$ cat src/rtl/clock_enable_gen_if.sv
// -----------------------------------------------------------------------------
// clock_enable_gen_if
//
// Purpose: groups the increment-write bus and the enable outputs of
// clock_enable_gen into one bundle.
//
// Parameters:
//   CHANNELS  - number of enable channels (1..16)
//   ACC_WIDTH - phase-accumulator / increment width in bits (8..32)
//
// Signals:
//   wr_en   - increment-write strobe
//   wr_ch   - target channel of the write (CH_W bits)
//   wr_inc  - new increment value
//   wr_clr  - with wr_en, also clears the target channel's accumulator
//   en      - one-cycle clock-enable pulse per channel
//   tgl     - 50%-duty toggle per channel (constant 0 unless enabled)
//   lock    - high once the post-reset settling period has elapsed
//
// Modports:
//   master - drives the write bus, observes the outputs
//   slave  - the generator itself
// -----------------------------------------------------------------------------
interface clock_enable_gen_if #(
  parameter int CHANNELS  = 4,
  parameter int ACC_WIDTH = 24
);
  localparam int CH_W = (CHANNELS > 1) ? $clog2(CHANNELS) : 1;

  logic                 wr_en;
  logic [CH_W-1:0]      wr_ch;
  logic [ACC_WIDTH-1:0] wr_inc;
  logic                 wr_clr;
  logic [CHANNELS-1:0]  en;
  logic [CHANNELS-1:0]  tgl;
  logic                 lock;

  modport master (
    output wr_en, wr_ch, wr_inc, wr_clr,
    input  en, tgl, lock
  );

  modport slave (
    input  wr_en, wr_ch, wr_inc, wr_clr,
    output en, tgl, lock
  );
endinterface

$ cat src/rtl/clock_enable_gen.sv
// -----------------------------------------------------------------------------
// clock_enable_gen
//
// Purpose: multi-channel phase-accumulator clock-enable generator. Each
// channel adds its increment to an accumulator every locked cycle; the carry
// out of the add becomes a one-cycle enable pulse, giving an average rate of
// f_clk * inc / 2^ACC_WIDTH. A lock counter holds all channels idle for
// LOCK_CYCLES cycles after reset release.
//
// Parameters:
//   CHANNELS    - number of independent channels (1..16)
//   ACC_WIDTH   - accumulator / increment width (8..32)
//   INIT_INC    - increment loaded into every channel at reset
//   LOCK_CYCLES - cycles from reset release until lock (1..65535)
//
// Ports:
//   clk   - system clock, rising edge
//   reset - asynchronous active-high reset
//   bus   - clock_enable_gen_if.slave (wr_en/wr_ch/wr_inc/wr_clr in,
//           en/tgl/lock out)
//
// Optional feature macro: CLOCK_ENABLE_GEN_TGL_OUT_EN
//   Defined   : tgl[ch] inverts each cycle en[ch] is high, cleared by wr_clr.
//   Undefined : tgl is tied to 0 and no toggle registers exist.
// -----------------------------------------------------------------------------
module clock_enable_gen #(
  parameter int CHANNELS    = 4,
  parameter int ACC_WIDTH   = 24,
  parameter int INIT_INC    = 0,
  parameter int LOCK_CYCLES = 1024
) (
  input  logic               clk,
  input  logic               reset,
  clock_enable_gen_if.slave  bus
);

  localparam int                   CH_W       = (CHANNELS > 1) ? $clog2(CHANNELS) : 1;
  localparam logic [15:0]          LOCK_LAST  = 16'(LOCK_CYCLES - 1);
  localparam logic [ACC_WIDTH-1:0] INIT_INC_V = ACC_WIDTH'(INIT_INC);

  logic                r_lock;
  logic [15:0]         r_lock_cnt;
  logic [CHANNELS-1:0] r_en;

  // Lock sequencing: the counter runs only until lock is reached, so lock
  // stays high until the next reset without the counter wrapping.
  always_ff @(posedge clk or posedge reset) begin
    if (reset) begin
      r_lock_cnt <= '0;
      r_lock     <= 1'b0;
    end else if (!r_lock) begin
      r_lock_cnt <= r_lock_cnt + 16'd1;
      if (r_lock_cnt == LOCK_LAST) begin
        r_lock <= 1'b1;
      end
    end
  end

`ifdef CLOCK_ENABLE_GEN_TGL_OUT_EN
  logic [CHANNELS-1:0] r_tgl;
`endif

  genvar gi;
  generate
    for (gi = 0; gi < CHANNELS; gi = gi + 1) begin : g_ch
      logic [ACC_WIDTH-1:0] r_acc;
      logic [ACC_WIDTH-1:0] r_inc;
      logic [ACC_WIDTH:0]   w_sum;
      logic                 w_wr_sel;
      logic                 w_wr_clr;

      // One extra bit holds the carry that becomes the enable pulse.
      assign w_sum    = {1'b0, r_acc} + {1'b0, r_inc};
      // Out-of-range channel codes match no channel, so such writes vanish.
      assign w_wr_sel = bus.wr_en && (bus.wr_ch == CH_W'(gi));
      assign w_wr_clr = w_wr_sel && bus.wr_clr;

      always_ff @(posedge clk or posedge reset) begin
        if (reset) begin
          r_acc    <= '0;
          r_inc    <= INIT_INC_V;
          r_en[gi] <= 1'b0;
        end else begin
          // The add below still sees the old r_inc in the write cycle.
          if (w_wr_sel) begin
            r_inc <= bus.wr_inc;
          end
          if (w_wr_clr) begin
            // Clear wins over any carry produced in the same cycle.
            r_acc    <= '0;
            r_en[gi] <= 1'b0;
          end else if (r_lock) begin
            r_acc    <= w_sum[ACC_WIDTH-1:0];
            r_en[gi] <= w_sum[ACC_WIDTH];
          end else begin
            r_acc    <= '0;
            r_en[gi] <= 1'b0;
          end
        end
      end

`ifdef CLOCK_ENABLE_GEN_TGL_OUT_EN
      // Toggle on the registered pulse, so tgl trails en by one cycle and
      // its period is twice the enable period.
      always_ff @(posedge clk or posedge reset) begin
        if (reset) begin
          r_tgl[gi] <= 1'b0;
        end else if (w_wr_clr) begin
          r_tgl[gi] <= 1'b0;
        end else if (r_en[gi]) begin
          r_tgl[gi] <= ~r_tgl[gi];
        end
      end
`endif
    end
  endgenerate

  assign bus.en   = r_en;
  assign bus.lock = r_lock;

`ifdef CLOCK_ENABLE_GEN_TGL_OUT_EN
  assign bus.tgl = r_tgl;
`else
  assign bus.tgl = '0;
`endif

endmodule

$ cat src/flat_wrapper.sv
// flat-port wrapper written by rule: the top's interface ports become plain ports
module clock_enable_gen_flat 
#(
  parameter int CHANNELS    = 4,
  parameter int ACC_WIDTH   = 24,
  parameter int INIT_INC    = 0,
  parameter int LOCK_CYCLES = 1024
)
  (clk, reset, bus_wr_en, bus_wr_ch, bus_wr_inc, bus_wr_clr, bus_en, bus_tgl, bus_lock);
  clock_enable_gen_if #(.CHANNELS(CHANNELS), .ACC_WIDTH(ACC_WIDTH)) bus_i ();
  input  logic clk;
  input  logic reset;
  input wire logic [$bits(bus_i.wr_en)-1:0] bus_wr_en;
  input wire logic [$bits(bus_i.wr_ch)-1:0] bus_wr_ch;
  input wire logic [$bits(bus_i.wr_inc)-1:0] bus_wr_inc;
  input wire logic [$bits(bus_i.wr_clr)-1:0] bus_wr_clr;
  output wire logic [$bits(bus_i.en)-1:0] bus_en;
  output wire logic [$bits(bus_i.tgl)-1:0] bus_tgl;
  output wire logic [$bits(bus_i.lock)-1:0] bus_lock;
  assign bus_i.wr_en = bus_wr_en;
  assign bus_i.wr_ch = bus_wr_ch;
  assign bus_i.wr_inc = bus_wr_inc;
  assign bus_i.wr_clr = bus_wr_clr;
  assign bus_en = bus_i.en;
  assign bus_tgl = bus_i.tgl;
  assign bus_lock = bus_i.lock;
  clock_enable_gen #(.CHANNELS(CHANNELS), .ACC_WIDTH(ACC_WIDTH), .INIT_INC(INIT_INC), .LOCK_CYCLES(LOCK_CYCLES)) u_core (.clk(clk), .reset(reset), .bus(bus_i));
endmodule
$ cat config.mk
export PLATFORM = sky130hd
export DESIGN_NAME = clock_enable_gen_flat
export DESIGN_NICKNAME = d
export VERILOG_FILES = /design/src/rtl/clock_enable_gen_if.sv /design/src/rtl/clock_enable_gen.sv /design/src/flat_wrapper.sv
export SDC_FILE = /design/constraint.sdc
export NUM_CORES = 1
export LEC_CHECK = 0
export BUFFER_PORTS_ARGS = -buffer_cell sky130_fd_sc_hd__buf_4
export CAP_MARGIN = 10
export CELL_PAD_IN_SITES_DETAIL_PLACEMENT = 1
export CELL_PAD_IN_SITES_GLOBAL_PLACEMENT = 1
export CORE_AREA = 5 5 159 161
export DETAILED_ROUTE_END_ITERATION = 12
export DIE_AREA = 0 0 164 166
export PLACE_DENSITY_LB_ADDON = 0.1
export SLEW_MARGIN = 0
export SYNTH_ARGS = -nofsm -noshare
export SYNTH_HDL_FRONTEND = slang
export SYNTH_SLANG_ARGS = --single-unit
$ cat constraint.sdc
create_clock -name clk -period 14.3 [get_ports clk]
set_input_delay 2.86 -clock clk [delete_from_list [all_inputs] [get_ports clk]]
set_output_delay 2.86 -clock clk [all_outputs]
set_load 0.01 [all_outputs]
After elaboration in Yosys (flattened, before gate mapping)
Index checks and enable logic that the tools add are counted.
{"block": "classes", "bitwise": 0, "n_mul": 0, "n_reduce_logical": 9, "div_mod_pow": 0, "eq_ne": 4, "n_addsub": 5, "order_cmp": 0, "shifts": 0, "n_mux": 18}
{"op": "24-bit two-way mux", "count": 8}
{"op": "24-bit by 24-bit adder with 25-bit output", "count": 4}
{"op": "16-bit by 1-bit adder with 16-bit output (second input constant)", "count": 1}
{"op": "16-bit by 10-bit equality test with 1-bit output (second input constant)", "count": 1}
{"op": "1-bit two-way mux", "count": 10}
{"op": "1-bit logical AND", "count": 8}
{"op": "2-bit equality test (second input constant)", "count": 2}
{"op": "2-bit by 1-bit equality test with 1-bit output (second input constant)", "count": 1}
{"op": "2-bit logical NOT", "count": 1}
{"block": "totals", "n_memories": 0, "output_inout_bits": 9, "latch_bits": 0, "regBits": 213, "elab_cells": 50, "romBits": 0, "ramBits": 0, "input_bits": 30}

Logic depth before layout (Yosys ltp)
Gate-level depths: netlist of run 1.
{"block": "depth", "word_depth": 4, "ltp_mapped": 9, "mapped_depth_nobuf": 9}

Least setup slack after synthesis of run 1
Ideal clock, no wire load.
{"block": "synth_timing", "kind": "input to register", "start": "input port bus_wr_ch[1]", "end": "register u_core.g_ch[1].r_acc[11]", "setup_time_ps": 132, "n_path_buf": 2, "path_slack_ps": 10052, "cell_stages": 5, "arrival_ps": 4116, "path_cell_list": "nand3b_1 > o21ai_0 > clkbuf_1 > clkbuf_1 > nor2_1"}
{"block": "synth_between", "elab_chain_cells": 4}
{"item": "start: declaration", "line_no": "flat_wrapper.sv:14", "source": "input wire logic [$bits(bus_i.wr_ch)-1:0] bus_wr_ch;"}
{"item": "2-bit by 1-bit equality test with 1-bit output", "line_no": "clock_enable_gen.sv:75", "source": "assign w_wr_sel = bus.wr_en && (bus.wr_ch == CH_W'(gi));"}
{"item": "1-bit logical AND", "line_no": "clock_enable_gen.sv:75"}
{"item": "1-bit logical AND", "line_no": "clock_enable_gen.sv:76", "source": "assign w_wr_clr = w_wr_sel && bus.wr_clr;"}
{"item": "24-bit two-way mux", "line_no": "clock_enable_gen.sv:88", "source": "if (w_wr_clr) begin"}
{"item": "end signal: assignment", "line_no": "clock_enable_gen.sv:93", "source": "r_acc <= w_sum[ACC_WIDTH-1:0];"}
{"item": "end: declaration", "line_no": "clock_enable_gen.sv:66", "source": "logic [ACC_WIDTH-1:0] r_acc;"}
Every way passes these cells.
A chain may end at the register's enable or synchronous reset.

Worst setup path in the final report of run 1
{"block": "layout_timing", "start": "input port bus_wr_ch[1]", "end": "register u_core.r_en[0], in the netlist u_core.bus.en[0]"}
{"block": "layout_between", "elab_chain_cells": 4}
{"item": "2-bit logical NOT", "line_no": "clock_enable_gen.sv:75"}
{"item": "1-bit logical AND", "line_no": "clock_enable_gen.sv:75"}
{"item": "1-bit logical AND", "line_no": "clock_enable_gen.sv:76"}
{"item": "1-bit two-way mux", "line_no": "clock_enable_gen.sv:88"}
{"item": "end signal: indexed assignment", "line_no": "clock_enable_gen.sv:94", "source": "r_en[gi] <= w_sum[ACC_WIDTH];"}
{"item": "end: declaration", "line_no": "clock_enable_gen.sv:43", "source": "logic [CHANNELS-1:0] r_en;"}
Every way passes these cells.

==> impl_metrics.csv, run 1 <==
group,metric,value,unit
floorplanning,io_pins,39,
yosys,yosys.cell_types.count,80,
timing,hold_viol,0,
setup_path,cp.depth,8,
power_and_ir_drop,switchingPower,0.469,mW
clocking,clk_pin_slew_worst_paths,60,ps
timing,clock.fmax,229,MHz
setup_path,worstPathMaxFanout,25,
timing,skew,19.5,ps
yosys,synth_top_cell_by_area,"dfrtp_1",
yosys,async_flop_share,100,%
floorplanning,core_area,0.0238,sq mm
floorplanning,initial_core_util,52.5,%
timing,period_share,30.6,%
setup_path,crit_family,"simple AND/OR/NAND/NOR gates",
yosys,synth.most_common_cell,"dfrtp_1",
yosys,synth_edf_count,0,
clocking,clkLatencyLatePin,530,ps
timing,setup_tns,0,ps
detailed_routing,drt-initial-drc-count,473,
setup_path,path_class,"input pin to register",
timing,slew_violations,0,
clocking,cts_repair_resize_count,0,
power_and_ir_drop,clock_power_share,41.1,%
placed_design,gp_congestion,0.866,
yosys,synth_ff_type,"dfrtp_1",
yosys,synth_seq_cells,213,
grt,grt_pass1_wl,55000,um
grt,grt_pass1_vias,10200,
detailed_routing,postRouteAntennaNets,0,
final_layout,final_util,58.7,%
yosys,synth-seq-area-share,42.7,%
setup_path,cp_slowest_cell,"nand2_1",
yosys,syn_inst,1203,
timing,post-route-min-period,4370,ps
setup_path,max_stage_delay,650,ps
setup_path,worstSetupStartpointType,"input pin",
power_and_ir_drop,comb_power_share,17.1,%
flow_run,drv_cap,0,
clocking,cts_max_level,1,
timing,rsz0062_at_grt,"no",
yosys,synth_top_cell_area_share,42.7,%
clocking,clockBufferDepth,3,
power_and_ir_drop,internal-power,1.19,mW
floorplanning,die-area,0.0272,sq mm
final_layout,layout-drive-gt1-share,16.6,%
timing,report.final.setup_viol,0,
yosys,syn_avg_cell_area,10.4,sq um
detailed_routing,route.detailed.drc,0,
power_and_ir_drop,leakage,6.81,nW
hold_path,hold-path-cell-count,1,
grt,antenna_found_initial,1,
setup_path,ff2ff_path_depth,9,
detailed_routing,drtPass1Iterations,4,
setup_path,crit_chain,"buf_4 > nor3b_4 > buf_4 > nand2_1 > nand2_1 > nor2_1 > a22oi_1 > o41ai_1",
power_and_ir_drop,p_seq_share,41.8,%
power_and_ir_drop,switching_share,28.3,%
placed_design,numPortBuffers,34,
setup_path,endpoint_kind,"register",
yosys,netlist_top_cells_area,"dfrtp_1 (43%), ha_1 (9.7%), mux2_2 (8.8%), a21o_1 (3.6%), a21oi_1 (3.3%)",
clocking,cts_tree,"built",
run_status,status,"complete, no violations",
final_layout,syn2layout_area_growth,11.9,%
power_and_ir_drop,power.density,119,mW/mm^2
clocking,cts_hold_buf,0,
yosys,synth_common_cells,"dfrtp_1 (213), nor2_1 (106), mux2_2 (98), ha_1 (97), a21oi_1 (82)",
grt,track_usage,25.1,%
yosys,yosys_warnings,0,
clocking,clock-sinks,213,
placed_design,hpwl,22800,um
power_and_ir_drop,ir_drop,0.0780,mV
detailed_routing,wirelength,33900,um
detailed_routing,vias_per_cell,5.97,
floorplanning,die_y,166,um
grt,grt_start_max_net_pins,112,
clocking,cts_buffers,25,
setup_path,required,14680,ps
final_layout,fill_cells,2656,
detailed_routing,vias,9459,
setup_path,crit_arrival,4750,ps
yosys,syn_area,0.0125,sq mm
timing,max_slew_margin,43.8,%
floorplanning,rows,57,
clocking,root_buffer,"clkbuf_16",
detailed_routing,wl_per_cell,21.4,um
grt,grt_overflow,0,
hold_path,min_path_type,"register to register",
clocking,cts_setup_buffers,0,
floorplanning,fp.dieW,164,um
final_layout,nets,1372,
timing,tightestPinTransition,842,ps
setup_path,crit_buf_inv,2,
## layout by cell type (no fill, tap or decap), types with 4 or more instances in the layout
cell and instances:
dfrtp_1 213, nor2_1 106, mux2_2 98, ha_1 97, a21oi_1 82, a21o_1 60
nand2_1 57, o21ai_0 52, buf_4 44, xnor2_1 36, inv_1 34, xor2_1 31
nand3_1 29, nor3_1 27, clkbuf_16 25, o21a_1 20, o21bai_1 19, nand2b_1 18
and3_1 17, nand4_1 15, and2_1 12, a211oi_1 12, nor3b_1 11, mux2i_1 9
nor2b_1 7, o31ai_1 6, o21ai_1 6, clkinv_2 6, nand3b_1 4, o211ai_1 4
a31oi_1 4, or3_1 4, fa_1 4, conb_1 4, clkbuf_8 4, bufinv_16 4
## path summary, 6_finish.rpt
check / startpoint / endpoint / slack (ps)
setup / recovery: bus_wr_ch[1] / u_core.bus.en[0] / 9930
hold / removal: u_core.r_lock_cnt[7] / u_core.r_lock_cnt[7] / 470
setup reg to reg: u_core.g_ch[3].r_inc[0] / u_core.bus.en[3] / 11280
hold reg to reg: u_core.r_lock_cnt[7] / u_core.r_lock_cnt[7] / 470
max in group asynchronous: reset / u_core.g_ch[2].r_inc[6] / 10580
min in group asynchronous: reset / u_core.g_ch[1].r_inc[11] / 2440
## power groups by stage
stage | sequential [mW] | combinational [mW] | clock (mW)
floorplan | 0.687 | 0.213 | 0
global placement | 0.698 | 0.269 | 0
detailed placement | 0.701 | 0.279 | 0
CTS | 0.693 | 0.286 | 0.695
global route | 0.697 | 0.317 | 0.724
finish | 0.693 | 0.284 | 0.682
## metrics by stage
stage	power (mW)	cell area (sq um)	std cells	hold slack, ps	setup slack [ps]
after floorplan	0.900	12500	1206	446	5620
after global placement	0.967	13100	1538	463	9500
after detailed placement	0.981	13100	1538	467	9410
after CTS	1.67	14000	1583	479	9970
after global routing	1.74	14000	1584	491	9780
final	1.66	14000	1585	474	9930
## cell type report
type / instances / area (sq um) / area share, %
antenna: 2 / 5.00 / 0.0358
clock buffer: 31 / 688 / 4.92
clock inverter: 14 / 184 / 1.32
inverter: 35 / 139 / 0.993
multi-input combinational: 922 / 6900 / 49.3
sequential: 213 / 5330 / 38.1
tap: 324 / 405 / 2.90
timing repair buffer: 44 / 330 / 2.36
## cell families after synthesis
| family | synth area share (%) |
|---|---|
| AO/OA/AOI/OAI | 17.6 |
| XOR/XNOR | 4.70 |
| adder cells (fa/ha/maj) | 10.4 |
| buffers and inverters | 2.26 |
| flip-flops | 42.7 |
| multiplexers | 9.55 |
| other | 0.0300 |
| AND/OR/NAND/NOR | 12.9 |
## layer usage
| metal | part of all wire [%] | routed length (um) | GRT usage [%] |
|---|---|---|---|
| met1 | 46 | 15400 | 33.9 |
| met2 | 48 | 16200 | 41.8 |
| met3 | 3.5 | 1170 | 3.52 |
| met4 | 3.1 | 1060 | 8.24 |
| met5 | 0 | 0 | 0 |
## sequential cells by signal, indices dropped and copies added (netlist names)
register and cells:
u_core.bus.en 4, u_core.g_ch.r_acc 96, u_core.r_lock_cnt 16, u_core.bus.lock 1, u_core.g_ch.r_inc 96
No activity file was read; power rests on OpenSTA's default activity.
==> run 2, diff against run 1 <==
--- a/config.mk
+++ b/config.mk
@@ -5,13 +5,14 @@
 export SDC_FILE = /design/constraint.sdc
 export NUM_CORES = 1
 export LEC_CHECK = 0
+export ABC_AREA = 1
 export BUFFER_PORTS_ARGS = -buffer_cell sky130_fd_sc_hd__buf_4
 export CAP_MARGIN = 10
 export CELL_PAD_IN_SITES_DETAIL_PLACEMENT = 1
 export CELL_PAD_IN_SITES_GLOBAL_PLACEMENT = 1
-export CORE_AREA = 5 5 159 161
+export CORE_AREA = 5 5 183 185
 export DETAILED_ROUTE_END_ITERATION = 12
-export DIE_AREA = 0 0 164 166
+export DIE_AREA = 0 0 188 190
 export PLACE_DENSITY_LB_ADDON = 0.1
 export SLEW_MARGIN = 0
 export SYNTH_ARGS = -nofsm -noshare
==> constraint.sdc (replaced) <==
create_clock -name clk -period 4.1 [get_ports clk]
set_input_delay 0.82 -clock clk [delete_from_list [all_inputs] [get_ports clk]]
set_output_delay 0.82 -clock clk [all_outputs]
set_load 0.01 [all_outputs]
==> run 2 against run 1 <==
Against the previous run: critical endpoint is now bus_lock; routed wire length rose by 29%; worst setup slack lost 8200 ps; largest power group unchanged; sequential cell count did not move; power grew to 3.3 times the previous value; die area increased by 31%; first-iteration DRC count increased by 34%; core utilization fell by 8.8 points.
==> impl_metrics.csv, run 2 <==
group,metric,value,unit
timing,tightestPinTransition,794,ps
grt,grt_pass1_vias,14400,
setup_path,worstPathMaxFanout,9,
grt,track_usage,24.6,%
yosys,synth_ff_type,"dfrtp_1",
floorplanning,initial_core_util,45.0,%
yosys,synth_top_cell_area_share,37.2,%
clocking,cts_buffers,26,
yosys,netlist_top_cells_area,"dfrtp_1 (37%), nand2_1 (20%), inv_1 (9.9%), ha_1 (8.5%), nor2_1 (5.1%)",
detailed_routing,route.detailed.drc,0,
clocking,cts_repair_resize_count,0,
setup_path,cp_slowest_cell,"dfrtp_1",
timing,report.final.setup_viol,0,
timing,setup_tns,0,ps
timing,period_share,57.2,%
floorplanning,die_y,190,um
detailed_routing,vias_per_cell,5.12,
hold_path,min_path_type,"input pin to asynchronous set/reset pin",
final_layout,syn2layout_area_growth,10.8,%
run_status,status,"complete, no violations",
setup_path,required,3280,ps
final_layout,layout-drive-gt1-share,6.44,%
timing,clock.fmax,426,MHz
yosys,yosys.cell_types.count,38,
power_and_ir_drop,power.density,349,mW/mm^2
final_layout,final_common_cell,"nand2_1",
setup_path,crit_buf_inv,1,
timing,skew,12.0,ps
clocking,clkLatencyLatePin,540,ps
placed_design,hpwl,34000,um
setup_path,crit_arrival,1530,ps
setup_path,worstSetupStartpointType,"register",
power_and_ir_drop,leakage,9.21,nW
timing,holdWs,416,ps
setup_path,max_stage_delay,750,ps
setup_path,ff2ff_path_depth,10,
final_layout,nets,2302,
yosys,synth_seq_cells,213,
placed_design,pre_cts_ws,1410,ps
setup_path,reg2reg_to,"u_core.g_ch[3].r_acc[16]",
final_layout,reg.largest.list,"u_core.g_ch.r_acc: 96 flops, u_core.g_ch.r_inc: 96 flops, u_core.r_lock_cnt: 16 flops",
setup_path,regToRegStartpoint,"u_core.g_ch[3].r_inc[0]",
grt,grt_pass1_wl,71600,um
grt,grt_start_max_net_pins,114,
floorplanning,io_pins,39,
yosys,synth_top_cell_by_area,"dfrtp_1",
yosys,syn_area,0.0143,sq mm
detailed_routing,wirelength,43800,um
clocking,root_buffer,"clkbuf_16",
detailed_routing,vias,13300,
power_and_ir_drop,ir_drop,0.332,mV
clocking,cts_tree,"built",
final_layout,num_antenna_cells,0,
detailed_routing,drtPass1Iterations,5,
clocking,clk_pin_slew_worst_paths,70,ps
clocking,cts_max_level,1,
clocking,clock-sinks,213,
detailed_routing,wl_per_cell,16.8,um
setup_path,crit_family,"flip-flops",
power_and_ir_drop,finalPower,5.54,mW
detailed_routing,drt-initial-drc-count,632,
flow_run,drv_cap,0,
clocking,clockBufferDepth,3,
yosys,yosys_warnings,0,
timing,max_slew_margin,47.0,%
timing,slew_violations,0,
setup_path,path_class,"register to primary output",
clocking,cts_setup_buffers,0,
clocking,cts_hold_buf,0,
yosys,async_flop_share,100,%
placed_design,numPortBuffers,34,
timing,post-route-min-period,2350,ps
yosys,synth-seq-area-share,37.2,%
setup_path,endpoint_kind,"primary output",
setup_path,reg2reg_slack,1960,ps
final_layout,layout_common_cells,"nand2_1 (751), inv_1 (378), dfrtp_1 (213)",
final_layout,final_util,49.8,%
floorplanning,fp.dieW,188,um
timing,hold_viol,0,
floorplanning,core_area,0.0319,sq mm
yosys,syn_avg_cell_area,6.72,sq um
yosys,synth_common_cells,"nand2_1 (751), inv_1 (379), dfrtp_1 (213), nor2_1 (196), a21oi_1 (107)",
placed_design,gp_congestion,0.888,
final_layout,fill_cells,4278,
yosys,synth.most_common_cell,"nand2_1",
timing,rsz0062_at_grt,"no",
yosys,synth_edf_count,0,
floorplanning,rows,66,
grt,antenna_found_initial,0,
detailed_routing,postRouteAntennaNets,0,
grt,grt_overflow,0,
setup_path,crit_chain,"buf_4",
floorplanning,die-area,0.0357,sq mm
timing,setup_ws,1750,ps
yosys,syn_inst,2134,
==> run 2: cell types whose count changed in the layout (fill, tap and decap cells not counted), moves of 22 or more <==
cell     before  now
inv_1        34  378
nand3_1      29   86
a21oi_1      82  107
nor2_1      106  196
nand2_1      57  751
mux2_2       98    0
xor2_1       31    9
o21ai_1       6   38
a21o_1       60    0
xnor2_1      36    4
o21ai_0      52   88
==> run 2: layout make-up <==
class	instances	area (sq um)	area share [%]
clock buffers	32	724	4.56
clock inverters	16	126	0.795
inverters	391	1470	9.27
multi-input cells	1501	7370	46.4
flip-flops and latches	213	5330	33.5
well taps	408	510	3.21
repair buffers	38	350	2.20
==> run 2: worst max-delay path by stage <==
stage / from / endpoint / cells past startpoint
final: u_core.bus.lock / bus_lock / 1
after global routing: u_core.bus.lock / bus_lock / 1
after global placement: bus_wr_ch[1] / u_core.g_ch[0].r_inc[0] / 5
after detailed placement: bus_wr_en / u_core.g_ch[0].r_inc[12] / 6
after floorplan: reset / u_core.bus.en[0] / 1
after CTS: u_core.bus.lock / bus_lock / 1
==> run 2: worst reg2reg max path, stage by stage (launching register included) <==
cell     delay, ps
dfrtp_1        390
ha_1           280
fa_1           460
nand2_1        110
nand2_1        110
nand3_1        100
nand2_1        140
nand2_1        150
nand2_1         90
o21ai_1        130
nor2_1          70
==> run 2: power breakdown <==
group	internal [mW]	leakage, nW	total [mW]	switching (mW)
clock	1.32	0.415	2.30	0.982
sequential	2.25	2.82	2.39	0.138
combinational	0.270	5.97	0.846	0.575
total	3.85	9.21	5.54	1.70
==> run 2: through the flow <==
step                      cells  cell area, sq um
after CTS                  2597             15800
final                      2599             15900
after detailed placement   2549             15000
after floorplan            2137             14400
after global placement     2549             15000
after global routing       2599             15900
==> run 2: layer usage <==
metal / wire length [um] / GRT usage, % / vias up / part of all wire [%]
met1: 19400 / 30.7 / 6411 / 44
met5: 0 / 0 / - / 0
met2: 21700 / 44.8 / 186 / 50
met4: 1350 / 7.03 / 0 / 3.1
li1: - / - / 6652 / -
met3: 1350 / 3.14 / 70 / 3.1
==> run 2: kinds of logic after synthesis <==
logic type / Yosys count / synth area share (%)
flip-flops: 213 / 37.2
buffers and inverters: 423 / 11.5
AND/OR/NAND/NOR: 1132 / 32.4
AO/OA/AOI/OAI: 251 / 9.11
XOR/XNOR: 13 / 0.794
other: 1 / 0.0261
adder cells (fa/ha/maj): 101 / 9.02
==> run 3, diff against run 2 <==
==> constraint.sdc (replaced) <==
create_clock -name clk -period 2.5 [get_ports clk]
set_input_delay 0.5 -clock clk [delete_from_list [all_inputs] [get_ports clk]]
set_output_delay 0.5 -clock clk [all_outputs]
set_load 0.01 [all_outputs]
==> run 3 against run 2 <==
Against the previous run: combinational power grew 65%; worst setup slack lost 1400 ps; largest power group is now the clock network; critical path type is now register to register; global-route usage grew 0.49 points; critical path depth grew 11; core utilization grew 0.35 points; worst hold slack lost 86 ps; cell count grew 0.15%; routed wire length grew 1.3%.
==> impl_metrics.csv, run 3 (synthesized netlist as in run 2, its figures left out) <==
group,metric,value,unit
final_layout,nets,2307,
setup_path,worstPathMaxFanout,4,
clocking,root_buffer,"clkbuf_16",
hold_path,min_path_type,"input pin to register",
detailed_routing,wirelength,44300,um
detailed_routing,drt-initial-drc-count,715,
grt,track_usage,25.1,%
final_layout,num_antenna_cells,0,
power_and_ir_drop,power.density,598,mW/mm^2
placed_design,numPortBuffers,34,
floorplanning,rows,66,
timing,setup_ws,401,ps
floorplanning,core_area,0.0319,sq mm
timing,hold_viol,0,
grt,grt_pass1_vias,14400,
timing,rsz0062_at_grt,"no",
timing,setup_tns,0,ps
grt,grt_pass1_wl,72600,um
timing,holdWs,329,ps
final_layout,syn2layout_area_growth,11.6,%
final_layout,reg.largest.list,"u_core.g_ch.r_acc: 96 flops, u_core.g_ch.r_inc: 96 flops, u_core.r_lock_cnt: 16 flops",
clocking,cts_repair_resize_count,0,
timing,post-route-min-period,2100,ps
hold_path,hold_end,"u_core.g_ch[3].r_inc[12]",
floorplanning,die-area,0.0357,sq mm
setup_path,required,2930,ps
detailed_routing,vias_per_cell,5.16,
timing,max_slew_margin,46.7,%
setup_path,endpoint_kind,"register",
clocking,clock-sinks,213,
grt,antenna_found_initial,4,
timing,clock.fmax,477,MHz
placed_design,pre_cts_ws,444,ps
setup_path,crit_arrival,2530,ps
setup_path,path_class,"register to register",
placed_design,gp_congestion,0.881,
clocking,cts_max_level,1,
floorplanning,fp.dieW,188,um
setup_path,regToRegStartpoint,"u_core.g_ch[2].r_inc[0]",
detailed_routing,route.detailed.drc,0,
clocking,clk_pin_slew_worst_paths,60,ps
floorplanning,io_pins,39,
timing,skew,9.90,ps
clocking,cts_tree,"built",
floorplanning,initial_core_util,45.0,%
setup_path,ff2ff_path_depth,12,
clocking,clkLatencyLatePin,540,ps
final_layout,fill_cells,4223,
power_and_ir_drop,finalPower,9.57,mW
final_layout,final_common_cell,"nand2_1",
final_layout,layout_common_cells,"nand2_1 (751), inv_1 (378), dfrtp_1 (213)",
run_status,status,"complete, no violations",
setup_path,reg2reg_to,"u_core.bus.en[2]",
setup_path,worstSetupStartpointType,"register",
setup_path,reg2reg_slack,400,ps
floorplanning,die_y,190,um
detailed_routing,vias,13400,
clocking,cts_setup_buffers,0,
power_and_ir_drop,leakage,9.25,nW
power_and_ir_drop,ir_drop,0.507,mV
clocking,clockBufferDepth,3,
timing,tightestPinTransition,798,ps
final_layout,layout-drive-gt1-share,6.47,%
placed_design,hpwl,34400,um
timing,period_share,83.9,%
detailed_routing,wl_per_cell,17.0,um
timing,report.final.setup_viol,0,
flow_run,drv_cap,0,
grt,grt_overflow,0,
clocking,cts_buffers,26,
timing,slew_violations,0,
hold_path,hold-path-cell-count,3,
clocking,cts_hold_buf,1,
hold_path,min_from,"bus_wr_inc[12]",
grt,grt_start_max_net_pins,62,
detailed_routing,drtPass1Iterations,5,
detailed_routing,postRouteAntennaNets,0,
## run 3: worst max path at each step
stage,startpoint,to,cells past startpoint
floorplan,reset,u_core.bus.en[0],1
global placement,u_core.g_ch[0].r_inc[0],u_core.bus.en[0],12
finish,u_core.g_ch[2].r_inc[0],u_core.bus.en[2],12
global route,u_core.g_ch[2].r_inc[0],u_core.bus.en[2],12
CTS,u_core.g_ch[2].r_inc[0],u_core.bus.en[2],12
detailed placement,u_core.g_ch[2].r_inc[0],u_core.bus.en[2],12
## run 3: worst max-delay path, cell delays in order, from the launching register on
cell     delay, ps
dfrtp_1        380
ha_1           270
fa_1           500
nand2_1        110
nand2_1         90
nand3_1        100
nand2_1        130
nand2_1        110
nand2_1         80
nand2_1         70
nand2_1         50
nand2_1         50
inv_1           50
## run 3: power by group
group | total (mW) | internal, mW | switching [mW]
combinational | 1.40 | 0.444 | 0.954
clock | 4.25 | 2.63 | 1.62
sequential | 3.92 | 3.70 | 0.223
## run 3: area by class of cell
class | count | area (sq um) | area share, %
inverter | 391 | 1470 | 9.20
multi-input combinational | 1501 | 7370 | 46.1
tap | 408 | 510 | 3.19
sequential | 213 | 5330 | 33.3
clock inverter | 15 | 245 | 1.53
timing repair buffer | 43 | 363 | 2.27
clock buffer | 32 | 704 | 4.40
## run 3: routing by layer
metal	vias to the layer above	routed length (um)	track usage, %
met1	6501	19500	30.7
met4	2	1440	7.45
met2	171	21900	46.3
met5	-	13	0
met3	87	1410	3.19
li1	6660	-	-
## run 3: metrics by stage
stage | utilization (%) | instances | instance area [sq um]
final | 50.2 | 2603 | 16000
after global routing | 50.2 | 2603 | 16000
after CTS | 50.2 | 2603 | 16000
after detailed placement | 47.2 | 2555 | 15000
after global placement | 47.2 | 2555 | 15000
after floorplan | - | 2137 | 14400
